===== src/rtl/tx_frame_sched_if.sv =====
// Host-side payload handshake for tx_frame_sched.
//   s_valid : host word valid
//   s_data  : host payload, DATA_W bits
//   s_ready : scheduler FIFO not full
// master = host, slave = scheduler.
interface tx_frame_sched_if #(
  parameter int DATA_W = 26
) ();
  logic              s_valid;
  logic [DATA_W-1:0] s_data;
  logic              s_ready;

  modport master (output s_valid, output s_data, input s_ready);
  modport slave  (input s_valid, input s_data, output s_ready);
endinterface


===== src/rtl/tx_frame_sched.sv =====
// Transmit frame scheduler in front of tx_top. Buffers host payload words
// in a small FIFO and issues one-cycle start pulses with a stable Din,
// spaced so that a serialiser frame is never overrun, then tracks pipeline
// drain so the host can tell when the serial line is idle.
// Ports:
//   clk, rst_n : clock (rising edge), async active-low reset
//   enable     : level, 1 allows new frames to launch
//   s_bus      : host valid/ready/data handshake (slave side)
//   tx_start   : one-cycle launch pulse to tx_top start
//   tx_din     : payload to tx_top Din, held between launches
//   busy       : FIFO non-empty or not IDLE
//   line_idle  : IDLE with an empty FIFO (drain complete)
//   frame_cnt  : number of launches issued, wraps at 2^16
module tx_frame_sched #(
  parameter int DATA_W     = 26,
  parameter int FRAME_LEN  = 32,
  parameter int GAP_CYC    = 0,
  parameter int FIFO_DEPTH = 4,
  parameter int PIPE_LAT   = 72
) (
  input  logic                clk,
  input  logic                rst_n,
  input  logic                enable,
  tx_frame_sched_if.slave     s_bus,
  output logic                tx_start,
  output logic [DATA_W-1:0]   tx_din,
  output logic                busy,
  output logic                line_idle,
  output logic [15:0]         frame_cnt
);

  localparam int AW      = $clog2(FIFO_DEPTH);
  localparam int CW      = AW + 1;
  localparam int BIT_W   = $clog2(FRAME_LEN);
  localparam int CNT_MAX = (GAP_CYC > PIPE_LAT) ? GAP_CYC : PIPE_LAT;
  localparam int CNT_W   = (CNT_MAX > 1) ? $clog2(CNT_MAX) : 1;

  localparam logic [BIT_W-1:0] BIT_LAST   = BIT_W'(FRAME_LEN - 1);
  localparam logic [CNT_W-1:0] GAP_LAST   = (GAP_CYC > 0) ? CNT_W'(GAP_CYC - 1) : '0;
  localparam logic [CNT_W-1:0] DRAIN_LAST = CNT_W'(PIPE_LAT - 1);

  typedef enum logic [1:0] {IDLE, SHIFT, GAP, DRAIN} state_t;

  state_t            state;
  logic [BIT_W-1:0]  bit_cnt;
  logic [CNT_W-1:0]  cyc_cnt;

  logic [DATA_W-1:0] mem [FIFO_DEPTH];
  logic [AW-1:0]     wr_ptr;
  logic [AW-1:0]     rd_ptr;
  logic [CW-1:0]     count;
  logic              fifo_empty;
  logic              push;
  logic              launch;
  logic              can_launch;

  assign fifo_empty    = (count == '0);
  assign s_bus.s_ready = (count != CW'(FIFO_DEPTH));
  assign push          = s_bus.s_valid & s_bus.s_ready;
  assign can_launch    = enable & ~fifo_empty;

  assign busy      = ~fifo_empty | (state != IDLE);
  assign line_idle = (state == IDLE) & fifo_empty;

  // Launch decision is shared by the FIFO pop and the FSM so both see the
  // same edge; back-to-back launch at end of SHIFT only when there is no gap.
  always_comb begin
    launch = 1'b0;
    case (state)
      IDLE:  launch = can_launch;
      SHIFT: launch = (GAP_CYC == 0) && (bit_cnt == BIT_LAST) && can_launch;
      GAP:   launch = (cyc_cnt == GAP_LAST) && can_launch;
      DRAIN: launch = can_launch;
      default: launch = 1'b0;
    endcase
  end

  always_ff @(posedge clk) begin
    if (push) mem[wr_ptr] <= s_bus.s_data;
  end

  always_ff @(posedge clk or negedge rst_n) begin
    if (!rst_n) begin
      wr_ptr <= '0;
      rd_ptr <= '0;
      count  <= '0;
    end else begin
      if (push)   wr_ptr <= wr_ptr + AW'(1);
      if (launch) rd_ptr <= rd_ptr + AW'(1);
      case ({push, launch})
        2'b10:   count <= count + CW'(1);
        2'b01:   count <= count - CW'(1);
        default: count <= count;
      endcase
    end
  end

  always_ff @(posedge clk or negedge rst_n) begin
    if (!rst_n) begin
      state     <= IDLE;
      bit_cnt   <= '0;
      cyc_cnt   <= '0;
      tx_start  <= 1'b0;
      tx_din    <= '0;
      frame_cnt <= '0;
    end else begin
      tx_start <= 1'b0;
      if (launch) begin
        tx_start  <= 1'b1;
        tx_din    <= mem[rd_ptr];
        frame_cnt <= frame_cnt + 16'd1;
        state     <= SHIFT;
        bit_cnt   <= '0;
      end else begin
        case (state)
          IDLE: state <= IDLE;
          SHIFT: begin
            if (bit_cnt == BIT_LAST) begin
              state   <= (GAP_CYC > 0) ? GAP : DRAIN;
              cyc_cnt <= '0;
            end else begin
              bit_cnt <= bit_cnt + BIT_W'(1);
            end
          end
          GAP: begin
            if (cyc_cnt == GAP_LAST) begin
              state   <= DRAIN;
              cyc_cnt <= '0;
            end else begin
              cyc_cnt <= cyc_cnt + CNT_W'(1);
            end
          end
          DRAIN: begin
            if (cyc_cnt == DRAIN_LAST) state <= IDLE;
            else                       cyc_cnt <= cyc_cnt + CNT_W'(1);
          end
          default: state <= IDLE;
        endcase
      end
    end
  end

endmodule


===== src/flat_wrapper.sv =====
// flat-port wrapper written by rule: the top's interface ports become plain ports
module tx_frame_sched_flat 
#(
  parameter int DATA_W     = 26,
  parameter int FRAME_LEN  = 32,
  parameter int GAP_CYC    = 0,
  parameter int FIFO_DEPTH = 4,
  parameter int PIPE_LAT   = 72
)
  (clk, rst_n, enable, tx_start, tx_din, busy, line_idle, frame_cnt, s_bus_s_valid, s_bus_s_data, s_bus_s_ready);
  tx_frame_sched_if #(.DATA_W(DATA_W)) s_bus_i ();
  input  logic clk;
  input  logic rst_n;
  input  logic enable;
  output logic tx_start;
  output logic [DATA_W-1:0] tx_din;
  output logic busy;
  output logic line_idle;
  output logic [15:0] frame_cnt;
  input wire logic [$bits(s_bus_i.s_valid)-1:0] s_bus_s_valid;
  input wire logic [$bits(s_bus_i.s_data)-1:0] s_bus_s_data;
  output wire logic [$bits(s_bus_i.s_ready)-1:0] s_bus_s_ready;
  assign s_bus_i.s_valid = s_bus_s_valid;
  assign s_bus_i.s_data = s_bus_s_data;
  assign s_bus_s_ready = s_bus_i.s_ready;
  tx_frame_sched #(.DATA_W(DATA_W), .FRAME_LEN(FRAME_LEN), .GAP_CYC(GAP_CYC), .FIFO_DEPTH(FIFO_DEPTH), .PIPE_LAT(PIPE_LAT)) u_core (.clk(clk), .rst_n(rst_n), .enable(enable), .s_bus(s_bus_i), .tx_start(tx_start), .tx_din(tx_din), .busy(busy), .line_idle(line_idle), .frame_cnt(frame_cnt));
endmodule

===== config.mk =====
export PLATFORM = sky130hd
export DESIGN_NAME = tx_frame_sched_flat
export DESIGN_NICKNAME = d
export VERILOG_FILES = /design/src/rtl/tx_frame_sched_if.sv /design/src/rtl/tx_frame_sched.sv /design/src/flat_wrapper.sv
export SDC_FILE = /design/constraint.sdc
export NUM_CORES = 1
export LEC_CHECK = 0
export BUFFER_PORTS_ARGS = -buffer_cell sky130_fd_sc_hd__buf_2
export CELL_PAD_IN_SITES_DETAIL_PLACEMENT = 0
export CELL_PAD_IN_SITES_GLOBAL_PLACEMENT = 1
export CORE_MARGIN = 2
export CORE_UTILIZATION = 50
export CTS_CLUSTER_DIAMETER = 50
export DETAILED_ROUTE_END_ITERATION = 8
export PLACE_DENSITY_LB_ADDON = 0.1
export SYNTH_ARGS = -nofsm -noshare
export SYNTH_HDL_FRONTEND = slang
export SYNTH_SLANG_ARGS = --single-unit

===== constraint.sdc =====
create_clock -name clk -period 8.6 [get_ports clk]
set_clock_uncertainty 0.2 [all_clocks]
set_input_delay 0.86 -clock clk [delete_from_list [all_inputs] [get_ports clk]]
set_output_delay 0.86 -clock clk [all_outputs]
set_load 0.02 [all_outputs]

Word-level counts from Yosys, hierarchy flattened:

Memory sizes are Yosys's and may differ from the RTL's. A register that Yosys moved wholly into a read port is not among the register bits.
Cells that the tools add are included.

* register bits after elaboration: 38
* bits in latches: 0
* output and inout bits: 46
* word-level logic and storage cells: 67
* input port bits: 30
* bits in read-only memories: 0
* bits in writable memories: 104
* memories: 1

Memories
* u_core.mem: words 4, width 26, rd ports 1, clocked after Yosys merged registers in 1, wr ports 1, RTL line tx_frame_sched.sv:48 `logic [DATA_W-1:0] mem [FIFO_DEPTH];`

* reductions and logical operators: 14
* shifts and indexed selects: 0
* multiply operators: 0
* equal/unequal tests: 14
* bitwise operators: 6
* add/sub/neg operators: 7
* magnitude comparators: 0
* divide/modulo/power cells: 0
* mux-type cells: 17

Operators by type and width (count)
* two-way mux 7 bit: 3
* one-hot mux 7 bit (3 select lines): 1
* adder 16 x 1 -> 16 bit (second input constant): 1
* two-way mux 5 bit: 3
* inequality test 3 x 1 -> 1 bit (second input constant): 3
* two-way mux 2 bit: 4
* one-hot mux 2 bit (4 select lines): 1
* adder 7 x 1 -> 7 bit (second input constant): 1
* == test 7 bit (second input constant): 1
* zero test 7 bit: 1
* == test 2 bit (second input constant): 3
* one-hot mux 3 bit (2 select lines): 1
* nonzero test 2 bit: 3
* adder 5 x 1 -> 5 bit (second input constant): 1
* == test 5 bit (second input constant): 1
* adder 2 x 1 -> 2 bit (second input constant): 2
* == test 2 x 1 -> 1 bit (second input constant): 2
* inequality test 2 x 1 -> 1 bit (second input constant): 2
* AND reduction 4 bit: 1
* adder 3 x 1 -> 3 bit (second input constant): 1
* bitwise AND 1 bit: 3
* zero test 3 bit: 1
* two-way mux 1 bit: 3
* inequality test 3 bit (second input constant): 1
* 12 further kinds: 14

Longest topological paths before layout:

* depth in word-level cells: 7
* gate-level depth with buffers: 14
* depth with buffers taken out: 12

Worst setup path before layout:

No wires, ideal clock.

* path type: register to register
* start point: register u_core.cyc_cnt[4]
* end point: register u_core.count[2]
* path buffers: 3
* data required time: 8.321 ns
* arrival time: 2.656 ns
* period minus slack after synthesis: 2.936 ns
* stages on the path, launching flop included: 13
* path slack: 5.664 ns
* setup time: 0.079 ns
* path through: dfrtp_1 -> buf_2 -> or3_4 -> o311ai_4 -> and2_1 -> buf_6 -> buf_4 -> ha_1 -> inv_1 -> fa_1 -> xor2_1 -> nor2_1 -> xor2_1

* word-level cells in the longest chain between the ends: 5
* elaborated cells on any way between the ends: 7
* those cells by class: eq/ne: 2; mux: 2; reduce/logical: 3

RTL lines
* start: declaration: RTL line tx_frame_sched.sv:46 `logic [CNT_W-1:0] cyc_cnt;`
* start signal: assignment: RTL line tx_frame_sched.sv:130 `cyc_cnt <= cyc_cnt + CNT_W'(1);`
* start signal: assignment: RTL line tx_frame_sched.sv:135 `else cyc_cnt <= cyc_cnt + CNT_W'(1);`
* zero test 7 bit (*): RTL line tx_frame_sched.sv:72 `GAP: launch = (cyc_cnt == GAP_LAST) && can_launch;`
* logical AND 1 bit (*): RTL line tx_frame_sched.sv:72
* one-hot mux 1 bit (3 select lines) (*): RTL line tx_frame_sched.sv:69 `case (state)`
* net u_core.launch: RTL line tx_frame_sched.sv:54 `logic launch;`
* == test 2 x 1 -> 1 bit or == test 2 bit (tied branches): RTL line tx_frame_sched.sv:90 `case ({push, launch})`
* one-hot mux 3 bit (2 select lines) or nonzero test 2 bit (tied branches)
* end signal: assignment: RTL line tx_frame_sched.sv:91 `2'b10: count <= count + CW'(1);`
* end signal: assignment: RTL line tx_frame_sched.sv:92 `2'b01: count <= count - CW'(1);`
* end signal: assignment: RTL line tx_frame_sched.sv:93 `default: count <= count;`
* end: declaration: RTL line tx_frame_sched.sv:51 `logic [CW-1:0] count;`

Mark *: on every way through the listed nets, which the timed path passes. The rest lies on a longest branch.
A chain may end at the register's enable or synchronous reset.

Worst setup path after layout:

* start point: register u_core.cyc_cnt[3]
* end point: register u_core.count[2]

* word-level cells in the longest chain between the ends: 5
* elaborated cells on any way between the ends: 7
* those cells by class: eq/ne: 2; mux: 2; reduce/logical: 3

RTL lines (RTL line)
* zero test 7 bit (*): tx_frame_sched.sv:72
* logical AND 1 bit (*): tx_frame_sched.sv:72
* one-hot mux 1 bit (3 select lines) (*): tx_frame_sched.sv:69
* == test 2 x 1 -> 1 bit or == test 2 bit (tied branches): tx_frame_sched.sv:90
* one-hot mux 3 bit (2 select lines) or nonzero test 2 bit (tied branches)

Mark *: on every way between the ends. The rest lies on a longest branch, timed or not.

==> impl_metrics.tcl <==
set metrics [dict create \
    outcome "finished clean" \
    synth_cells 393 \
    path_clk_slew_ps 70 \
    drt-total-wl_um 12300 \
    overflow 0 \
    synth_edf_count 104 \
    via_count 3689 \
    insertion_delay_ps 430 \
    setup_viol 0 \
    post_cts_buffers 0 \
    setup.worst_path.end_class "register" \
    drt_iter0_drc 234 \
    synthAdderAreaFrac_pct 3.02 \
    power_uw 2980 \
    peakVddDrop_mv 0.212 \
    cts_tree "built" \
    critPathKind "reg -> reg" \
    synth_compound_area_share_pct 3.11 \
    worstPathMaxFanout 24 \
    pin_count 76 \
    initial_core_util_pct 51.5 \
    synth_top_area_share_pct 45.4 \
    synth_cell_types 46 \
    root_buffer "clkbuf_16" \
    seq_area_frac_synth_pct 68.7 \
    area_growth_pct 17.5 \
    drtAntennaViolNets 0 \
    slew-limit-headroom_pct 32.7 \
    grt_max_degree 65 \
    min_path_cells 1 \
    synth_top_family_by_area "multiplexers" \
    syn_nets 439 \
    ys.warnings.count 0 \
    leakage_uw 0.00321 \
    hold_viol_final 0 \
    syn_area_mm2 0.00687 \
    final_common_cell "edfxtp_1" \
    cts_buffer_depth 2 \
    tightest_slew_ps 1010 \
    cts_sinks 168 \
    antenna_found_initial 0 \
    hold_path_class "reg -> reg" \
    power.density_mw_per_mm2 368 \
    io_buffers 75 \
    min_period_ps 3360 \
    place.gp.congestion 0.773 \
    hold_buffers 0 \
    antenna_cells 0 \
    finalSetupTns_ps 0 \
    yosys-top-cells-area "edfxtp_1 (45%), dfrtp_1 (23%), mux4_2 (8.5%)" \
    ys_seq_elements 168 \
    drive_gt1_share_pct 33.3 \
    max_cap_violations 0 \
    fin_crit_sh_pct 39.1 \
    r2r.worst_path.cells 9 \
    yosys.area.top_type "edfxtp_1" \
    wl_per_cell_um 18.5 \
    cts_buffers 17 \
    synthXorXnorAreaFrac_pct 3.06 \
    synth-simple-area-share_pct 5.77 \
    worstPathArrival_ps 3510 \
    cts_resized 0 \
    viasPerCell 5.52 \
    fp.dieW_um 121 \
    critPathRequiredTime_ps 8740 \
    drt_pass1_iterations 4 \
    grt_pass1_wl_um 19700 \
    rsz0062_at_grt "false" \
    synthMuxAreaShare_pct 14.1 \
    grt_usage_pct 18.3 \
    die_area_mm2 0.0147 \
    avgSynthCellArea_um2 17.5 \
    hpwlAfterDp_um 7180 \
    placementRows 42 \
    drc 0 \
    layout_common_cells "edfxtp_1 (104), buf_2 (75), dfrtp_1 (63)" \
    start_kind "register" \
    grt_pass1_vias 3752 \
    die_height_um 121 \
    htree_levels 4 \
    async_reset_ff_share_pct 38.1 \
    fmax_mhz 297 \
    drv_slew 0 \
    nets 525 \
    synth_ff_type "edfxtp_1" \
    core_area_mm2 0.0133 \
]
==> critical path: stages (launching register included) <==
cell and delay [ps]:
dfrtp_1 450, or3_4 430, o311ai_4 840, and2_2 310, ha_1 180, inv_1 60
fa_1 370, xor2_1 150, nor2_1 100, xor2_1 160
==> layer usage <==
layer | wire length [um] | GRT usage, % | vias to the layer above
li1 | - | - | 1679
met1 | 5370 | 23.0 | 1902
met2 | 6130 | 29.6 | 85
met3 | 579 | 5.50 | 23
met4 | 240 | 7.61 | 0
met5 | 0 | 0 | -
==> final cells by class <==
type / count / area (um^2)
sequential: 168 / 4730
fill: 1039 / 5270
timing repair buffer: 83 / 435
inverter: 15 / 56.3
multi-input combinational: 194 / 2000
clock buffer: 17 / 425
tap: 176 / 220
clock inverter: 15 / 215
==> flip-flops by register name (all words and copies together) (netlist names) <==
signal and count:
u_core.mem 104, u_core.state 2, u_core.tx_din 26, u_core.bit_cnt 5, u_core.count 3, u_core.wr_ptr 2
u_core.tx_start 1, u_core.rd_ptr 2, u_core.cyc_cnt 7, u_core.frame_cnt 16
==> power by group <==
group | switching, uW | internal, uW
registers | 141 | 1080
logic | 499 | 430
clock network | 329 | 494
total | 968 | 2010
==> kinds of logic after synthesis <==
group | count (synthesis)
buffers and inverters | 31
DFF | 168
AOI/OAI and AO/OA | 24
muxes | 57
xor gates and xnor gates | 24
adders and majority gates | 16
and+or+nand+nor | 73
==> Yosys cell counts, types with 2 or more instances <==
library cell  count
xor2_1            6
nor2b_1           2
edfxtp_1        104
and2_1            2
mux2i_1           3
clkbuf_1          7
mux2_4           10
o31ai_1           2
nand2_1           9
nor2_1           12
nand3_1          15
a21o_1            3
inv_1            15
mux4_2           26
nand3b_1          3
a21oi_1           3
buf_2             4
a221o_1           3
nor4_1            2
mux2_1           10
o32ai_1           2
mux2_2            8
xnor2_1          18
nand4_1           9
and3_1           11
ha_1             15
dfrtp_1          64
buf_6             2
a221oi_1          2
nor3_1            3
a32o_1            3
==> per-stage QoR <==
| stage | hold slack (ps) | cells | utilization [%] | cell area (um^2) | setup slack (ps) |
|---|---|---|---|---|---|
| 4_1_cts | 270 | 668 | 60.5 | 8080 | 5250 |
| 5_1_grt | 293 | 668 | 60.5 | 8080 | 5020 |
| 3_5_place_dp | 261 | 636 | 55.7 | 7440 | 5260 |
| 2_1_floorplan | 264 | 393 | - | 6870 | 5660 |
| 6_report | 272 | 668 | 60.5 | 8080 | 5240 |
| 3_3_place_gp | 259 | 636 | 55.7 | 7440 | 5290 |
==> final timing paths <==
path / start / to / slack [ps]
min in group asynchronous: rst_n / u_core.frame_cnt[15] / 430
max reg2reg: u_core.cyc_cnt[3] / u_core.count[2] / 5240
max in group asynchronous: rst_n / u_core.rd_ptr[0] / 7190
min reg2reg: u_core.frame_cnt[15] / u_core.frame_cnt[15] / 270
max: u_core.cyc_cnt[3] / u_core.count[2] / 5240
min: u_core.frame_cnt[15] / u_core.frame_cnt[15] / 270
Power figures use the tool's default switching activity.
